<file path="config.mk">
export PLATFORM = sky130hd
export DESIGN_NAME = keypad_entry_ctrl
export DESIGN_NICKNAME = d
export VERILOG_FILES = /design/src/rtl/keypad_entry_ctrl.sv
export SDC_FILE = /design/constraint.sdc
export NUM_CORES = 1
export LEC_CHECK = 0
export CAP_MARGIN = 0
export CORE_MARGIN = 8
export CORE_UTILIZATION = 55
export CTS_CLUSTER_SIZE = 28
export DETAILED_ROUTE_END_ITERATION = 6
export PLACE_DENSITY = 0.76
export RECOVER_POWER = 50
export SLEW_MARGIN = 20
export SYNTH_ARGS = -nofsm -noshare
export SYNTH_HDL_FRONTEND = slang
export SYNTH_SLANG_ARGS = --single-unit
</file>
<file path="constraint.sdc">
create_clock -name clk -period 4.2 [get_ports clk]
set_input_delay 1.26 -clock clk [delete_from_list [all_inputs] [get_ports clk]]
set_output_delay 1.26 -clock clk [all_outputs]
set_load 0.01 [all_outputs]
</file>
<file path="src/rtl/keypad_entry_ctrl.sv">
// keypad_entry_ctrl: 4x3 matrix keypad scanner, full-scan debouncer and decimal digit entry
// with a valid/ready command output. Define ENTRY_TIMEOUT_EN to clear stale partial entries.
module keypad_entry_ctrl #(
    parameter int SCAN_DIV    = 1000,
    parameter int DEBOUNCE    = 4,
    parameter int NDIGITS     = 2,
    parameter int VAL_W       = 7,
    parameter int TIMEOUT_CYC = 100000000
) (
    input  logic                         clk,
    input  logic                         rst,
    input  logic [2:0]                   key_col,
    output logic [3:0]                   key_row,
    output logic                         key_event,
    output logic [3:0]                   key_code,
    output logic [$clog2(NDIGITS+1)-1:0] digit_count,
    output logic [VAL_W-1:0]             cmd_value,
    output logic                         cmd_valid,
    input  logic                         cmd_ready
);
    localparam int DW = (SCAN_DIV > 1) ? $clog2(SCAN_DIV) : 1;
    localparam int BW = $clog2(DEBOUNCE + 1);
    localparam int CW = $clog2(NDIGITS + 1);
    localparam int AW = VAL_W + 4;

    localparam logic [3:0] NO_KEY   = 4'hF;
    localparam logic [3:0] KEY_STAR = 4'hA;
    localparam logic [3:0] KEY_HASH = 4'hB;

    localparam logic [1:0] DB_IDLE    = 2'd0;
    localparam logic [1:0] DB_CONFIRM = 2'd1;
    localparam logic [1:0] DB_HELD    = 2'd2;
    localparam logic [1:0] DB_RELEASE = 2'd3;

    localparam logic [0:0] EN_ENTRY  = 1'b0;
    localparam logic [0:0] EN_OUTPUT = 1'b1;

    logic [DW-1:0]    div_cnt_r;
    logic [3:0]       key_row_r;
    logic             scan_found_r, scan_ghost_r;
    logic [3:0]       scan_key_r;
    logic [1:0]       db_state_r;
    logic [BW-1:0]    db_cnt_r;
    logic [3:0]       db_cand_r;
    logic             key_event_r;
    logic [3:0]       key_code_r;
    logic [0:0]       en_state_r;
    logic [VAL_W-1:0] acc_r;
    logic [CW-1:0]    digit_count_r;
    logic [VAL_W-1:0] cmd_value_r;
    logic             cmd_valid_r;

    logic             sample_s, scan_end_s;
    logic             row_any_s, row_one_s;
    logic [3:0]       col_off_s, row_code_s;
    logic             cur_found_s, cur_ghost_s;
    logic [3:0]       cur_key_s, scan_result_s;
    logic             digit_s, timeout_s;
    logic [AW-1:0]    acc_calc_s;

    // Decode the sampled columns of the active row into a key code
    always_comb begin
        row_any_s = |key_col;
        row_one_s = (key_col == 3'b100) || (key_col == 3'b010) || (key_col == 3'b001);
        case (key_col)
            3'b010:  col_off_s = 4'd1;
            3'b001:  col_off_s = 4'd2;
            default: col_off_s = 4'd0;
        endcase
        case (key_row_r)
            4'b1000: row_code_s = 4'd1 + col_off_s;
            4'b0100: row_code_s = 4'd4 + col_off_s;
            4'b0010: row_code_s = 4'd7 + col_off_s;
            4'b0001: begin
                case (key_col)
                    3'b100:  row_code_s = KEY_STAR;
                    3'b010:  row_code_s = 4'd0;
                    3'b001:  row_code_s = KEY_HASH;
                    default: row_code_s = NO_KEY;
                endcase
            end
            default: row_code_s = NO_KEY;
        endcase
    end

    // Fold this row into the running scan result; a second hit anywhere is a ghost
    always_comb begin
        sample_s    = (div_cnt_r == DW'(SCAN_DIV - 1));
        scan_end_s  = sample_s && key_row_r[0];
        cur_ghost_s = scan_ghost_r || (row_any_s && (scan_found_r || !row_one_s));
        cur_found_s = scan_found_r || row_any_s;
        if (row_any_s) begin
            cur_key_s = row_code_s;
        end else begin
            cur_key_s = scan_key_r;
        end
        if (cur_ghost_s || !cur_found_s) begin
            scan_result_s = NO_KEY;
        end else begin
            scan_result_s = cur_key_s;
        end
    end

    // Row dwell counter, row rotation and per-scan accumulation
    always_ff @(posedge clk or negedge rst) begin
        if (!rst) begin
            div_cnt_r    <= {DW{1'b0}};
            key_row_r    <= 4'b1000;
            scan_found_r <= 1'b0;
            scan_ghost_r <= 1'b0;
            scan_key_r   <= NO_KEY;
        end else if (sample_s) begin
            div_cnt_r <= {DW{1'b0}};
            key_row_r <= {key_row_r[0], key_row_r[3:1]};
            if (scan_end_s) begin
                scan_found_r <= 1'b0;
                scan_ghost_r <= 1'b0;
                scan_key_r   <= NO_KEY;
            end else begin
                scan_found_r <= cur_found_s;
                scan_ghost_r <= cur_ghost_s;
                scan_key_r   <= cur_key_s;
            end
        end else begin
            div_cnt_r <= div_cnt_r + DW'(1);
        end
    end

    // Debounce across full scans; one event per accepted press, no auto-repeat
    always_ff @(posedge clk or negedge rst) begin
        if (!rst) begin
            db_state_r  <= DB_IDLE;
            db_cnt_r    <= {BW{1'b0}};
            db_cand_r   <= NO_KEY;
            key_event_r <= 1'b0;
            key_code_r  <= NO_KEY;
        end else begin
            key_event_r <= 1'b0;
            if (scan_end_s) begin
                case (db_state_r)
                    DB_IDLE: begin
                        if (scan_result_s != NO_KEY) begin
                            db_cand_r <= scan_result_s;
                            if (DEBOUNCE == 1) begin
                                key_event_r <= 1'b1;
                                key_code_r  <= scan_result_s;
                                db_state_r  <= DB_HELD;
                            end else begin
                                db_cnt_r   <= BW'(1);
                                db_state_r <= DB_CONFIRM;
                            end
                        end
                    end
                    DB_CONFIRM: begin
                        if (scan_result_s == db_cand_r) begin
                            if (db_cnt_r == BW'(DEBOUNCE - 1)) begin
                                key_event_r <= 1'b1;
                                key_code_r  <= db_cand_r;
                                db_state_r  <= DB_HELD;
                            end else begin
                                db_cnt_r <= db_cnt_r + BW'(1);
                            end
                        end else begin
                            db_state_r <= DB_IDLE;
                        end
                    end
                    DB_HELD: begin
                        if (scan_result_s == NO_KEY) begin
                            if (DEBOUNCE == 1) begin
                                db_state_r <= DB_IDLE;
                            end else begin
                                db_cnt_r   <= BW'(1);
                                db_state_r <= DB_RELEASE;
                            end
                        end
                    end
                    DB_RELEASE: begin
                        if (scan_result_s == NO_KEY) begin
                            if (db_cnt_r == BW'(DEBOUNCE - 1)) begin
                                db_state_r <= DB_IDLE;
                            end else begin
                                db_cnt_r <= db_cnt_r + BW'(1);
                            end
                        end else begin
                            db_state_r <= DB_HELD;
                        end
                    end
                    default: db_state_r <= DB_IDLE;
                endcase
            end
        end
    end

`ifdef ENTRY_TIMEOUT_EN
    localparam int TW = $clog2(TIMEOUT_CYC + 1);
    logic [TW-1:0] idle_cnt_r;

    // Cycles since the last debounced press, saturating at the limit
    always_ff @(posedge clk or negedge rst) begin
        if (!rst) begin
            idle_cnt_r <= {TW{1'b0}};
        end else if (key_event_r) begin
            idle_cnt_r <= {TW{1'b0}};
        end else if (idle_cnt_r != TW'(TIMEOUT_CYC)) begin
            idle_cnt_r <= idle_cnt_r + TW'(1);
        end
    end

    assign timeout_s = (idle_cnt_r == TW'(TIMEOUT_CYC)) && (digit_count_r != CW'(0));
`else
    assign timeout_s = 1'b0;
`endif

    assign digit_s    = (key_code_r <= 4'd9);
    assign acc_calc_s = {4'b0000, acc_r} * AW'(10) + {{VAL_W{1'b0}}, key_code_r};

    // Digit accumulation and committed-value handshake; events during OUTPUT are dropped
    always_ff @(posedge clk or negedge rst) begin
        if (!rst) begin
            en_state_r    <= EN_ENTRY;
            acc_r         <= {VAL_W{1'b0}};
            digit_count_r <= {CW{1'b0}};
            cmd_value_r   <= {VAL_W{1'b0}};
            cmd_valid_r   <= 1'b0;
        end else begin
            case (en_state_r)
                EN_ENTRY: begin
                    if (key_event_r) begin
                        if (digit_s) begin
                            if (digit_count_r < CW'(NDIGITS)) begin
                                acc_r         <= acc_calc_s[VAL_W-1:0];
                                digit_count_r <= digit_count_r + CW'(1);
                            end
                        end else if (key_code_r == KEY_STAR) begin
                            acc_r         <= {VAL_W{1'b0}};
                            digit_count_r <= {CW{1'b0}};
                        end else if ((key_code_r == KEY_HASH) && (digit_count_r != CW'(0))) begin
                            cmd_value_r <= acc_r;
                            cmd_valid_r <= 1'b1;
                            en_state_r  <= EN_OUTPUT;
                        end
                    end else if (timeout_s) begin
                        acc_r         <= {VAL_W{1'b0}};
                        digit_count_r <= {CW{1'b0}};
                    end
                end
                EN_OUTPUT: begin
                    if (cmd_ready) begin
                        cmd_valid_r   <= 1'b0;
                        acc_r         <= {VAL_W{1'b0}};
                        digit_count_r <= {CW{1'b0}};
                        en_state_r    <= EN_ENTRY;
                    end
                end
                default: en_state_r <= EN_ENTRY;
            endcase
        end
    end

    assign key_row     = key_row_r;
    assign key_event   = key_event_r;
    assign key_code    = key_code_r;
    assign digit_count = digit_count_r;
    assign cmd_value   = cmd_value_r;
    assign cmd_valid   = cmd_valid_r;

endmodule
</file>
# Word-level counts from Yosys, hierarchy flattened
# Cells that the tools add are included.
# op_classes
n_addsub	7
multipliers	1
div_mod_pow	0
magnitude_cmp	2
eq_ne	30
shift	0
n_mux	50
n_bitwise	3
reduce_logical	21
# op_table
operator	n
$mux W7	5
$mux W2	11
$reduce_and A5 Y1	4
$ne A2 B2 Y1 const B	9
$eq A4 B4 Y1 const B	4
$mux W1	16
$pmux W4 S4	1
$mux W3	5
$pmux W7 S2	1
$mux W4	3
$ne A3 B3 Y1 const B	4
$pmux W3 S4	1
$pmux W4 S3	1
$add A10 B1 Y10 const B	1
$eq A10 B10 Y1 const B	1
$mux W10	1
$add A3 B4 Y4 const A	2
$pmux W2 S2	2
$pmux W2 S4	1
$reduce_and A4 Y1	2
$add A7 B4 Y7	1
$mul A7 B3 Y6 const B	1
$eq A3 B2 Y1 const B	2
$logic_or A1 B1 Y1	6
22 further kinds	29
# word_totals
ff_bits	52
latch_bits	0
mem_bits_rw	0
romBits	0
in_bits	6
elab_cells	129
n_memories	0

# Depth between registers and ports, before layout
# logic_depth
depth_word	13
ltp_mapped	14

# Worst setup path after synthesis
# OpenSTA, ideal clock, no wires.
# synth_path
path_type	input to register
from	input key_col[2]
to	register db_cnt_r[0]
setup_time_ps	125
arrival_time_ps	4019
required_time_ps	4075
setup_slack_ps	56
stages	12
path_buffers	1
cell_sequence	buf_6 -> nor3b_1 -> inv_1 -> ha_1 -> nor4b_2 -> nor4_1 -> a211o_2 -> or4_4 -> nand4_2 -> nand4_4 -> a221oi_4 -> mux2_4
# synth_between
elab_chain_len	12
# synth_rtl
element	line	text
start: declaration	12	input logic [2:0] key_col,
parallel branches: the longest is 8 deep, another holds $add A3 B4 Y4	-	
$mux W4 *	97	if (cur_ghost_s || !cur_found_s) begin
$eq A4 B4 Y1, or another cell as far along	168, 178	
$ne A2 B2 Y1 (no source line)	-	
$reduce_and A5 Y1 (no source line) *	-	
end signal: assignment	133	db_cnt_r <= {BW{1'b0}};
end signal: assignment	161	db_cnt_r <= db_cnt_r + BW'(1);
end signal: assignment	182	db_cnt_r <= db_cnt_r + BW'(1);
end: declaration	43	logic [BW-1:0] db_cnt_r;
# Mark *: on every way between the ends.
# A chain may end at the register's enable or synchronous reset.

# Worst setup path in the final report
# layout_path
from	input key_col[0]
to	register db_cnt_r[0]
# The elaborated chain is that of the path after synthesis.

==> impl_metrics.tcl <==
set metrics [dict create \
    cts_buffers 5 \
    critPathMaxFanout 7 \
    die_h_um 91.5 \
    yosysSeqAreaShare_pct 42.0 \
    synthFlopType "dfrtp_1" \
    root_buffer "clkbuf_8" \
    hold_depth 1 \
    grt_remaining_overflow 0 \
    rr_worst_depth 8 \
    use_met1_pct 19.6 \
    numPortBuffers 24 \
    clock_sinks 52 \
    slew_headroom_pct -25.8 \
    comb_power_share_pct 7.1 \
    grt_start_max_net_pins 37 \
    dp_hpwl_um 4640 \
    gr-max-usage-layer "met2" \
    fin_nets 356 \
    crit_type "in -> reg" \
    cts_tree "yes" \
    yosys_warnings 0 \
    final.period_utilization_pct 96.5 \
    status "finished, violations left" \
    drt-initial-drc-count 109 \
    final.setup.worst_slack_ns 0.145 \
    syn-instance-count 297 \
    hold_violations 0 \
    start_util_pct 57.0 \
    syn_area_mm2 0.00314 \
    max_freq_mhz 247 \
    htree_levels 2 \
    num_antenna_cells 0 \
    power_density_mw_per_mm2 235 \
    core_area_mm2 0.00551 \
    drc 0 \
    antenna_found_initial 0 \
    drive_gt1_share_pct 23.0 \
    cts_buffer_depth 2 \
    finalPower_mw 0.860 \
    r2r_start "key_row[0]$_DFFE_PN0N_" \
    die_area_mm2 0.00838 \
    wl_per_cell_um 15.6 \
    rows 27 \
    seq_area_mm2 0.00132 \
    power_switching_mw 0.198 \
    clockPowerShare_pct 34.4 \
    ant_nets 0 \
    ys_types 68 \
    p_seq_share_pct 58.5 \
    gp_congestion 0.819 \
    vias 2360 \
    fin_setup_tns_ns 0 \
    vdd.ir_drop.worst_mv 0.151 \
    placed_cells 397 \
    fillers 417 \
    ys_ff_latch 52 \
    r2r-end "db_cnt_r[0]$_DFFE_PN0P_" \
    grt_pass1_wl_um 10900 \
    hold_start "div_cnt_r[0]$_DFF_PN0_" \
    finClkSkew_ns 0.00838 \
    async_reset_ff_share_pct 100 \
    grt_use_met2_pct 25.9 \
    failed_checks "capacitance limit, slew limit" \
    pin_count 25 \
    worst_pin_slew_ns 1.89 \
    grtUsageTotal_pct 15.5 \
    setup.worst_path.start_class "primary input" \
    sw_frac_of_total_pct 23.0 \
    multi_input_area_mm2 0.00173 \
    final-setup-viol-count 0 \
    dpl_worst_slack_ns -0.266 \
    synth_top_area_share_pct 31.1 \
    rrSetupSlack_ns 1.20 \
    synth_edf_count 0 \
    clock_latency_ns 0.30 \
    syn_avg_cell_area_um2 10.6 \
    via_per_inst 5.80 \
    die_w_um 91.5 \
    hp-class "reg -> reg" \
    crit_start "key_col[0]" \
    synth_fp_nets 319 \
    final_common_cell "dfrtp_1" \
    holdPathEnd "div_cnt_r[0]$_DFF_PN0_" \
    syn_to_final_growth_pct 16.9 \
    cp-end-kind "flop" \
    synth.area.top_cells "dfrtp_1 31%, dfstp_2 11%, ha_1 5.6%, mux2_2 5.0%, nor2_1 3.6%" \
    drv_cap 1 \
    fin_cells 407 \
    drt_pre_antenna_iters 4 \
    fin_crit_ns 4.05 \
    power.leakage_nw 1.61 \
    routed_wirelength_um 6360 \
    grt_pass1_vias 2280 \
    cts.reportedPaths.clkPinSlew_ns 0.09 \
    synth_top_area_cell "dfrtp_1" \
    critical_path_required_ns 4.39 \
    p_int_mw 0.662 \
    arrival_ns 4.25 \
    met3_usage_pct 3.13 \
    layout_common_cells "39 x dfrtp_1, 30 x nor2_1, 22 x clkdlybuf4s50_1" \
    final_max_slew_viol_count 37 \
]
[registers in the layout, summed over array words and instances, names as in the netlist]
| signal | flops |
|---|---|
| div_cnt_r | 10 |
| acc_r | 7 |
| cmd_value | 7 |
| db_cand_r | 4 |
| key_code | 4 |
| key_row | 4 |
| scan_key_r | 4 |
| db_cnt_r | 3 |
| db_state_r | 2 |
| digit_count | 2 |
| cmd_valid | 1 |
| en_state_r | 1 |
| key_event | 1 |
| scan_found_r | 1 |
| scan_ghost_r | 1 |
[metal layers]
layer / wire length (um) / vias to the layer above
li1: - / 1149
met1: 2930 / 1172
met2: 3110 / 31
met3: 234 / 8
met4: 80 / 0
met5: 0 / -
[worst max path at each step]
stage	endpoint	slack [ns]
2_1_floorplan	db_cnt_r[0]$_DFFE_PN0P_	0.06
3_3_place_gp	db_cnt_r[0]$_DFFE_PN0P_	-0.20
3_5_place_dp	db_cnt_r[0]$_DFFE_PN0P_	-0.27
4_1_cts	db_cnt_r[0]$_DFFE_PN0P_	0.05
5_1_grt	db_cnt_r[1]$_DFFE_PN0P_	-0.003
6_report	db_cnt_r[0]$_DFFE_PN0P_	0.15
[synthesized netlist by cell type (all sizes together) (3+ instances only)]
| cell type | n |
|---|---|
| dfrtp | 39 |
| nor2 | 31 |
| nand2 | 18 |
| inv | 17 |
| a21oi | 16 |
| mux2 | 15 |
| ha | 14 |
| dfstp | 13 |
| o21ai | 11 |
| xnor2 | 10 |
| and3 | 7 |
| a22o | 6 |
| a31oi | 6 |
| buf | 6 |
| clkbuf | 6 |
| nand3 | 6 |
| xor2 | 6 |
| nor3b | 5 |
| a21o | 4 |
| and2 | 4 |
| mux2i | 4 |
| nand4 | 4 |
| nor4b | 4 |
| or4b | 4 |
| a211o | 3 |
| o21a | 3 |
| o22a | 3 |
[metrics by stage]
| stage | hold slack [ns] | utilization (%) | instance area (um^2) |
|---|---|---|---|
| after CTS | 0.494 | 65.5 | 3610 |
| after detailed placement | 0.481 | 63.8 | 3510 |
| after floorplan | 0.448 | - | 3140 |
| final | 0.490 | 66.6 | 3670 |
| after global routing | 0.509 | 66.6 | 3670 |
| after global placement | 0.466 | 63.8 | 3510 |
[area by class of cell]
| type | count | area share (%) |
|---|---|---|
| clock buffers | 7 | 2.35 |
| repair buffers | 42 | 10.1 |
| inverters | 17 | 1.74 |
| flip-flops and latches | 52 | 35.9 |
| well taps | 72 | 2.46 |
| clock inverters | 1 | 0.205 |
| multi-input cells | 216 | 47.3 |
[power groups by stage]
stage / combinational (mW) / clock [mW] / sequential (mW)
after global routing: 0.0678 / 0.326 / 0.504
after detailed placement: 0.0591 / 0 / 0.513
final: 0.0611 / 0.295 / 0.503
after floorplan: 0.0293 / 0 / 0.513
after CTS: 0.0593 / 0.305 / 0.503
after global placement: 0.0575 / 0 / 0.513
[critical path, stage by stage]
cell,delay (ns)
clkdlybuf4s50_1,0.47
buf_4,0.16
nor2_1,0.05
nand2_1,0.10
inv_1,0.05
ha_1,0.17
or4b_4,0.49
a31oi_4,0.20
a21o_1,0.16
a2111o_1,0.14
o221a_2,0.21
nand4_4,0.15
a221oi_4,0.32
mux2_4,0.32
[cell families (layout without fill, tap and decap cells)]
group / count (synthesis) / count (layout) / synth area share, %
adder cells (fa/ha/maj): 17 / 17 / 7.18
multiplexers: 19 / 19 / 6.78
AND/OR/NAND/NOR: 96 / 96 / 18.5
buffers and inverters: 29 / 67 / 4.27
XOR/XNOR: 16 / 16 / 4.47
AO/OA/AOI/OAI: 68 / 68 / 16.8
flip-flops: 52 / 52 / 42.0
[timing repair]
item	CTS	global route
resized for setup	0	10
hold buffers	0	0
endpoints found under the setup margin	0	12
buffers inserted	0	2
No activity file was read; power rests on OpenSTA's default activity.
